==> src/rtl/wb_periph_fabric.sv <==
// Wishbone peripheral fabric: decodes one master onto NUM_SLAVES slaves,
// registers the slave response, times out hung or unmapped accesses, and
// aggregates per-slave interrupts through a small maskable CSR bank.
module wb_periph_fabric #(
    parameter int                         NUM_SLAVES = 4,
    parameter logic [NUM_SLAVES*32-1:0]   BASE_ADRS  = {32'h30300000, 32'h30200000,
                                                        32'h30100000, 32'h30000000},
    parameter logic [31:0]                ADR_MASK   = 32'hFFF00000,
    parameter logic [31:0]                CSR_BASE   = 32'h30F00000,
    parameter int                         TIMEOUT    = 255,
    parameter logic [31:0]                ERR_DATA   = 32'hDEADBEEF
) (
    input  logic                     wb_clk_i,
    input  logic                     wb_rst_i,
    input  logic [31:0]              wb_adr_i,
    input  logic [31:0]              wb_dat_i,
    input  logic [3:0]               wb_sel_i,
    input  logic                     wb_we_i,
    input  logic                     wb_cyc_i,
    input  logic                     wb_stb_i,
    output logic                     wb_ack_o,
    output logic [31:0]              wb_dat_o,
    output logic [NUM_SLAVES-1:0]    s_cyc_o,
    output logic [NUM_SLAVES-1:0]    s_stb_o,
    output logic                     s_we_o,
    output logic [31:0]              s_adr_o,
    output logic [31:0]              s_dat_o,
    output logic [3:0]               s_sel_o,
    input  logic [NUM_SLAVES-1:0]    s_ack_i,
    input  logic [NUM_SLAVES*32-1:0] s_dat_i,
    input  logic [NUM_SLAVES-1:0]    irq_i,
    output logic                     interrupt_o
);

    localparam int SW = (NUM_SLAVES > 1) ? $clog2(NUM_SLAVES) : 1;

    typedef enum logic [2:0] {
        ST_IDLE,
        ST_ACTIVE,
        ST_CSR,
        ST_ERR,
        ST_DONE
    } state_e;

    state_e                  state_q;
    logic [SW-1:0]           sel_q;
    logic [7:0]              cnt_q;
    logic                    ack_q;
    logic [31:0]             dat_q;
    logic [NUM_SLAVES-1:0]   mask_q;
    logic                    to_flag_q;
    logic [31:0]             to_adr_q;
    logic                    irq_q;

    logic                    csr_hit;
    logic                    slv_hit;
    logic [SW-1:0]           hit_idx;
    logic [31:0]             csr_rdata;
    logic                    sel_ack;
    logic [31:0]             sel_dat;

    // Address decode: CSR window wins, otherwise lowest-index matching slave.
    // NOTE: every combinational output gets a default first so no latch is inferred.
    always_comb begin
        csr_hit = ((wb_adr_i & ADR_MASK) == CSR_BASE);
        slv_hit = 1'b0;
        hit_idx = '0;
        for (int i = NUM_SLAVES - 1; i >= 0; i--) begin
            if ((wb_adr_i & ADR_MASK) == BASE_ADRS[32*i +: 32]) begin
                slv_hit = 1'b1;
                hit_idx = SW'(i);
            end
        end
    end

    // CSR read mux: STATUS, MASK, TO_ADR, reserved.
    always_comb begin
        csr_rdata = '0;
        case (wb_adr_i[3:2])
            2'd0: begin
                csr_rdata[NUM_SLAVES-1:0] = irq_i;
                csr_rdata[31]             = to_flag_q;
            end
            2'd1:    csr_rdata[NUM_SLAVES-1:0] = mask_q;
            2'd2:    csr_rdata = to_adr_q;
            default: csr_rdata = '0;
        endcase
    end

    assign sel_ack = s_ack_i[sel_q];
    assign sel_dat = s_dat_i[32*sel_q +: 32];

    // Transaction FSM with registered ack/data, timeout capture and CSR bank.
    // NOTE: sequential state uses non-blocking assignments so every register
    // samples the pre-edge values regardless of statement order.
    always_ff @(posedge wb_clk_i or posedge wb_rst_i) begin
        if (wb_rst_i) begin
            state_q   <= ST_IDLE;
            sel_q     <= '0;
            cnt_q     <= '0;
            ack_q     <= 1'b0;
            dat_q     <= '0;
            mask_q    <= '1;
            to_flag_q <= 1'b0;
            to_adr_q  <= '0;
            irq_q     <= 1'b0;
        end else begin
            irq_q <= |(irq_i & mask_q);
            ack_q <= 1'b0;
            dat_q <= '0;
            case (state_q)
                ST_IDLE: begin
                    if (wb_cyc_i && wb_stb_i) begin
                        if (csr_hit) begin
                            state_q <= ST_CSR;
                        end else if (slv_hit) begin
                            state_q <= ST_ACTIVE;
                            sel_q   <= hit_idx;
                            cnt_q   <= '0;
                        end else begin
                            state_q <= ST_ERR;
                        end
                    end
                end
                ST_ACTIVE: begin
                    if (!wb_cyc_i) begin
                        state_q <= ST_IDLE;
                    end else if (sel_ack) begin
                        ack_q   <= 1'b1;
                        dat_q   <= sel_dat;
                        state_q <= ST_DONE;
                    end else if (cnt_q == 8'(TIMEOUT)) begin
                        ack_q     <= 1'b1;
                        dat_q     <= ERR_DATA;
                        to_flag_q <= 1'b1;
                        to_adr_q  <= wb_adr_i;
                        state_q   <= ST_DONE;
                    end else begin
                        cnt_q <= cnt_q + 8'd1;
                    end
                end
                ST_CSR: begin
                    if (!wb_cyc_i) begin
                        state_q <= ST_IDLE;
                    end else begin
                        ack_q   <= 1'b1;
                        dat_q   <= csr_rdata;
                        state_q <= ST_DONE;
                        if (wb_we_i) begin
                            case (wb_adr_i[3:2])
                                2'd0: if (wb_dat_i[31]) to_flag_q <= 1'b0;
                                2'd1: if (wb_sel_i[0]) mask_q <= wb_dat_i[NUM_SLAVES-1:0];
                                default: ;
                            endcase
                        end
                    end
                end
                ST_ERR: begin
                    if (!wb_cyc_i) begin
                        state_q <= ST_IDLE;
                    end else begin
                        ack_q   <= 1'b1;
                        dat_q   <= ERR_DATA;
                        state_q <= ST_DONE;
                    end
                end
                default: state_q <= ST_IDLE;
            endcase
        end
    end

    assign wb_ack_o    = ack_q;
    assign wb_dat_o    = dat_q;
    assign s_cyc_o     = (state_q == ST_ACTIVE) ? (NUM_SLAVES'(1) << sel_q) : '0;
    assign s_stb_o     = s_cyc_o;
    assign s_we_o      = wb_we_i && (state_q == ST_ACTIVE);
    assign s_adr_o     = wb_adr_i;
    assign s_dat_o     = wb_dat_i;
    assign s_sel_o     = wb_sel_i;
    assign interrupt_o = irq_q;

endmodule

==> config.mk <==
export PLATFORM = sky130hd
export DESIGN_NAME = wb_periph_fabric
export DESIGN_NICKNAME = d
export VERILOG_FILES = /design/src/rtl/wb_periph_fabric.sv
export SDC_FILE = /design/constraint.sdc
export NUM_CORES = 1
export LEC_CHECK = 0
export ABC_AREA = 1
export BUFFER_PORTS_ARGS = -buffer_cell sky130_fd_sc_hd__buf_4
export CORE_AREA = 2 2 124 126
export CTS_CLUSTER_SIZE = 25
export DETAILED_ROUTE_END_ITERATION = 6
export DIE_AREA = 0 0 126 128
export PLACE_DENSITY_LB_ADDON = 0.25
export SLEW_MARGIN = 30
export SYNTH_ARGS = -nofsm -noshare
export SYNTH_HDL_FRONTEND = slang
export SYNTH_SLANG_ARGS = --single-unit
==> constraint.sdc <==
create_clock -name wb_clk_i -period 3.35 [get_ports wb_clk_i]
set_clock_uncertainty 0.15 [all_clocks]
set_input_delay 0.67 -clock wb_clk_i [delete_from_list [all_inputs] [get_ports wb_clk_i]]
set_output_delay 0.67 -clock wb_clk_i [all_outputs]
set_load 0.005 [all_outputs]
==> flow_metrics.tcl, run 1 <==
set metrics [dict create \
    io_buffers 259 \
    fmax_ghz 0.372 \
    wl_met2_um 8520 \
    fp-row-count 45 \
    wire_per_inst_um 17.2 \
    min_path_type "in2async" \
    synth.area.mux_share_pct 0 \
    required_ps 3430 \
    cts.sinks 84 \
    wl_um 18100 \
    fin_crit_sh_pct 80.2 \
    cts.reportedPaths.clkPinSlew_ps 70 \
    synth_area_leaders "dfrtp_1 (37%), nand2_1 (11%), buf_4 (10%)" \
    grt.total_usage_pct 22.3 \
    drive_above_1_share_pct 43.1 \
    route.top_layer_used "met4" \
    grt_pass1_vias 5198 \
    max_slew_margin_pct 42.6 \
    p_clk_share_pct 38.0 \
    initial_utilization_pct 36.7 \
    synthArstFlopShare_pct 100 \
    final_core_util_pct 49.3 \
    yosysSeqAreaShare_pct 38.6 \
    rsz0062_at_grt "false" \
    p_seq_share_pct 38.0 \
    postCtsSetupBuffers 0 \
    cts_tree "yes" \
    ys_seq_elements 84 \
    root_buffer "clkbuf_16" \
    worst_slew_pin_slew_ps 860 \
    synth.most_common_cell "nand2_1" \
    vias 5274 \
    yosys.area_share.simple_pct 23.9 \
    ys_top_cells_by_count "nand2_1 (156), dfrtp_1 (80), buf_4 (74)" \
    antenna_found_initial 0 \
    ctsHoldBuffers 0 \
    wl_met3_um 1170 \
    maxCapViolCount 0 \
    critPathLaunchType "flop" \
    routed_via_density 5.01 \
    tns_ps 0 \
    finalMaxSlewViolations 0 \
    drc 0 \
    gp_congestion 0.885 \
    dieHeight_um 128 \
    clk_latency_ps 340 \
    p_per_area_nw_per_um2 416 \
    synth_area_um2 5460 \
    min_period_ps 2690 \
    multi_input_area_um2 2360 \
    die_x_um 126 \
    synth.distinct_cells 39 \
    critPathKind "reg2reg" \
    yosys.area.top_type "dfrtp_1" \
    num-nets-final 1070 \
    netlist_instances 682 \
    p_leak_nw 3.83 \
    ir_drop_uv 237 \
    synth_top_area_share_pct 36.7 \
    grt_max_degree 45 \
    postCtsResizedCells 0 \
    cts_buffer_depth 2 \
    synth_top_family_by_area "simple AND/OR/NAND/NOR gates" \
    grt_pass1_wl_um 28200 \
    ys.flop_type "dfrtp_1" \
    outcome "complete, no violations" \
    synth_edf_count 0 \
    cp.arrival_ps 2770 \
    htree_num_levels 3 \
    regArea_um2 2110 \
    drt_iter0_markers 312 \
    syn2layout_area_growth_pct 34.3 \
    p_switching_uw 856 \
    post-dp-hpwl_um 14100 \
    numCtsBuffers 9 \
    overflow 0 \
    p_int_mw 2.19 \
    placed_area_um2 6980 \
    yosysWarningCount 0 \
    endpoint_kind "flop" \
    finalPower_mw 3.05 \
    synth-xor-area-share_pct 0.160 \
    ant_nets 0 \
    yosys.area_share.adder_pct 0.229 \
    synth_compound_area_share_pct 19.0 \
    path_max_fanout 42 \
    core-area_um2 14900 \
    n_fill_cell 1516 \
    syn_area_per_cell_um2 8.01 \
    hold_violations 0 \
    fp.dieArea_um2 16100 \
    dr.pass1.iters 5 \
    ios 320 \
    finalSetupViolCount 0 \
    comb_power_share_pct 24.0 \
    final_cell_area_um2 7330 \
    diodes 0 \
    syn_nets 892 \
    m1WireLength_um 8090 \
    switching_share_pct 28.1 \
]
-- layout make-up --
type,count,share of cell area [%]
multi-input combinational,434,32.2
clock buffer,10,3.26
timing repair buffer,271,27.9
inverter,60,3.16
sequential,84,28.7
clock inverter,6,1.52
tap,188,3.21
-- power by group through the flow --
stage | combinational, mW | clock (mW) | sequential, mW
floorplan | 0.393 | 0 | 1.17
global placement | 0.736 | 0 | 1.18
detailed placement | 0.740 | 0 | 1.18
CTS | 0.742 | 1.18 | 1.16
global route | 0.811 | 1.21 | 1.17
finish | 0.734 | 1.16 | 1.16
-- sequential cells by signal (all words and copies together), names as in the netlist --
register and flops:
to_flag_q 1, wb_dat_o 32, sel_q 2, wb_ack_o 1, to_adr_q 32, state_q 3, cnt_q 8, mask_q 4
interrupt_o 1
-- final timing paths --
check | startpoint | to | slack [ps] | cells after the start
setup / recovery | cnt_q[0]$_DFFE_PP0P_ | to_adr_q[19]$_DFFE_PP0P_ | 660 | 7
hold / removal | wb_rst_i | interrupt_o$_DFF_PP0_ | 290 | 2
setup reg to reg | cnt_q[0]$_DFFE_PP0P_ | to_adr_q[19]$_DFFE_PP0P_ | 660 | 7
hold reg to reg | to_flag_q$_DFFE_PP0P_ | to_flag_q$_DFFE_PP0P_ | 330 | 2
max in group asynchronous | wb_rst_i | to_adr_q[6]$_DFFE_PP0P_ | 2090 | 3
min in group wb_clk_i | to_flag_q$_DFFE_PP0P_ | to_flag_q$_DFFE_PP0P_ | 330 | 2
-- through the flow --
step / hold WS, ps / setup slack (ps) / cells
6_report: 287 / 665 / 1053
2_1_floorplan: 292 / 371 / 682
3_5_place_dp: 320 / 606 / 1037
4_1_cts: 308 / 648 / 1053
5_1_grt: 345 / 423 / 1053
3_3_place_gp: 317 / 644 / 1037
-- cell families (layout without fill, tap and decap cells) --
kind of cell | Yosys count | in the layout
buffers and inverters | 164 | 347
AOI/OAI and AO/OA | 157 | 157
DFF | 84 | 84
adders and majority gates | 1 | 1
and+or+nand+nor | 275 | 275
xor gates and xnor gates | 1 | 1
-- per-layer routing --
layer	track usage (%)	vias to the layer above
li1	-	2588
met1	30.8	2439
met2	35.9	221
met3	3.96	26
met4	6.53	0
met5	0	-
-- cell usage in the layout, fill, tap and decap left out, drive strengths merged, types with 3 or more instances in the layout --
cell type / count
a21oi: 3
a22oi: 12
a31oi: 23
buf: 271
bufinv: 3
clkbuf: 10
clkinv: 4
dfrtp: 80
dfstp: 4
inv: 58
nand2: 188
nand3: 26
nand4: 25
nor2: 31
o21ai: 68
o22ai: 48
-- critical path: stages, from the launching register on --
cell,delay [ps]
dfrtp_1,450
ha_1,300
nand3_2,140
nor2_4,210
nand4_4,690
buf_4,490
nand2_2,80
o21ai_2,40
No activity file was read; power rests on OpenSTA's default activity.
==> run 2, diff against run 1 <==
Clock period 3.35 ns to 2.2 ns, I/O delays scaled along.
==> flow_metrics.tcl, run 2 (same netlist as run 1, synthesis figures left out) <==
set metrics [dict create \
    die_x_um 126 \
    diodes 0 \
    cts_tree "yes" \
    cts.reportedPaths.clkPinSlew_ps 60 \
    p_leak_nw 3.85 \
    final.setup.worst_slack_ps 87.3 \
    finalMaxSlewViolations 0 \
    overflow 0 \
    dr.pass1.iters 5 \
    final_cell_mix "buf_4 (271), nand2_1 (156), dfrtp_1 (80), inv_1 (51), o22ai_1 (48)" \
    cts_buffer_depth 2 \
    io_buffers 259 \
    routed_via_density 5.01 \
    root_buffer "clkbuf_16" \
    worst_slew_pin_slew_ps 499 \
    fmax_ghz 0.473 \
    num-nets-final 1075 \
    drt_iter0_markers 308 \
    ir_drop_uv 395 \
    grt_pass1_wl_um 28200 \
    fp-row-count 45 \
    drc 0 \
    placed_area_um2 7070 \
    max_slew_margin_pct 66.7 \
    p_per_area_nw_per_um2 603 \
    gp_congestion 0.832 \
    fp.dieArea_um2 16100 \
    vias 5302 \
    rsz0062_at_grt "false" \
    htree_num_levels 3 \
    core-area_um2 14900 \
    wire_per_inst_um 17.0 \
    ios 320 \
    clk_latency_ps 340 \
    cts.sinks 84 \
    antenna_found_initial 0 \
    required_ps 1610 \
    numCtsBuffers 9 \
    critPathKind "reg2out" \
    pre_cts_ws_ps 262 \
    wl_um 18000 \
    grt_max_degree 85 \
    post-dp-hpwl_um 14200 \
    final_core_util_pct 49.7 \
    critPathLaunchType "flop" \
    ctsHoldBuffers 0 \
    finalPower_mw 4.46 \
    outcome "complete, no violations" \
    worst-r2r-setup-slack_ps 250 \
    ant_nets 0 \
    grt.total_usage_pct 22.2 \
    path_max_fanout 25 \
    layout_commonest_cell "buf_4" \
    syn2layout_area_growth_pct 35.3 \
    cp.arrival_ps 1520 \
    min_path_type "in2async" \
    tns_ps 0 \
    endpoint_kind "output pin" \
    fin_cells 1058 \
    dieHeight_um 128 \
    final_cell_area_um2 7390 \
    min_period_ps 2110 \
    initial_utilization_pct 36.7 \
    maxCapViolCount 0 \
    drive_above_1_share_pct 43.6 \
    finalSetupViolCount 0 \
    hold_ws_ps 49.0 \
    hold_violations 0 \
    dp.cells 1042 \
    grt_pass1_vias 5266 \
    n_fill_cell 1530 \
    fin_crit_sh_pct 96.0 \
]
run 2: cell count changes in the layout (fill, tap and decap cells not counted), sizes merged:
| cell | previous run | this run |
|---|---|---|
| clkbuf | 10 | 12 |
| buf | 271 | 276 |
| clkinvlp | 1 | 2 |
| bufinv | 3 | 1 |
| clkinv | 4 | 3 |
run 2: report_power, final:
group	leakage [nW]	switching, mW	internal [mW]	total [mW]
combinational	2.56	0.609	0.547	1.16
clock	0.149	0.599	0.937	1.54
sequential	1.14	0.0745	1.69	1.76
run 2: repair_timing:
action                                 CTS  global route
setup endpoints to repair                0             8
gates resized for setup                  0             3
buffers inserted                         0             0
endpoints found under the hold margin    0             0
run 2: cell type report:
class,instances,area [µm²],share of cell area [%]
Timing Repair Buffer,276,2130,28.9
Clock buffer,12,256,3.47
Multi-Input combinational cell,434,2370,32.1
Tap cell,188,235,3.18
Clock inverter,4,47.5,0.644
Sequential cell,84,2110,28.5
Inverter,60,234,3.17
run 2: worst max-delay path, cell delays in order (launching register included):
cell and delay [ps]:
dfrtp_1 490, inv_2 130, nand2_1 110, buf_12 190, nor2_1 140, buf_4 130
run 2: metal layers:
| metal | track usage (%) | wire length, µm | vias up |
|---|---|---|---|
| met5 | 0 | 0 | - |
| met4 | 7.05 | 366 | 0 |
| met3 | 4.88 | 1280 | 33 |
| met2 | 35.8 | 8430 | 214 |
| met1 | 29.8 | 7950 | 2454 |
| li1 | - | - | 2601 |
run 2: final timing paths:
path                                       endpoint  depth (start not counted)                      from
min in group wb_clk_i         interrupt_o$_DFF_PP0_                          3                  irq_i[2]
hold reg to reg            to_adr_q[18]$_DFFE_PP0P_                          2  to_adr_q[18]$_DFFE_PP0P_
setup reg to reg           to_adr_q[29]$_DFFE_PP0P_                          7      cnt_q[1]$_DFFE_PP0P_
max in group asynchronous      cnt_q[7]$_DFFE_PP0P_                          3                  wb_rst_i
hold / removal                 cnt_q[1]$_DFFE_PP0P_                          3                  wb_rst_i
setup / recovery                         s_cyc_o[2]                          5      sel_q[0]$_DFFE_PP0P_
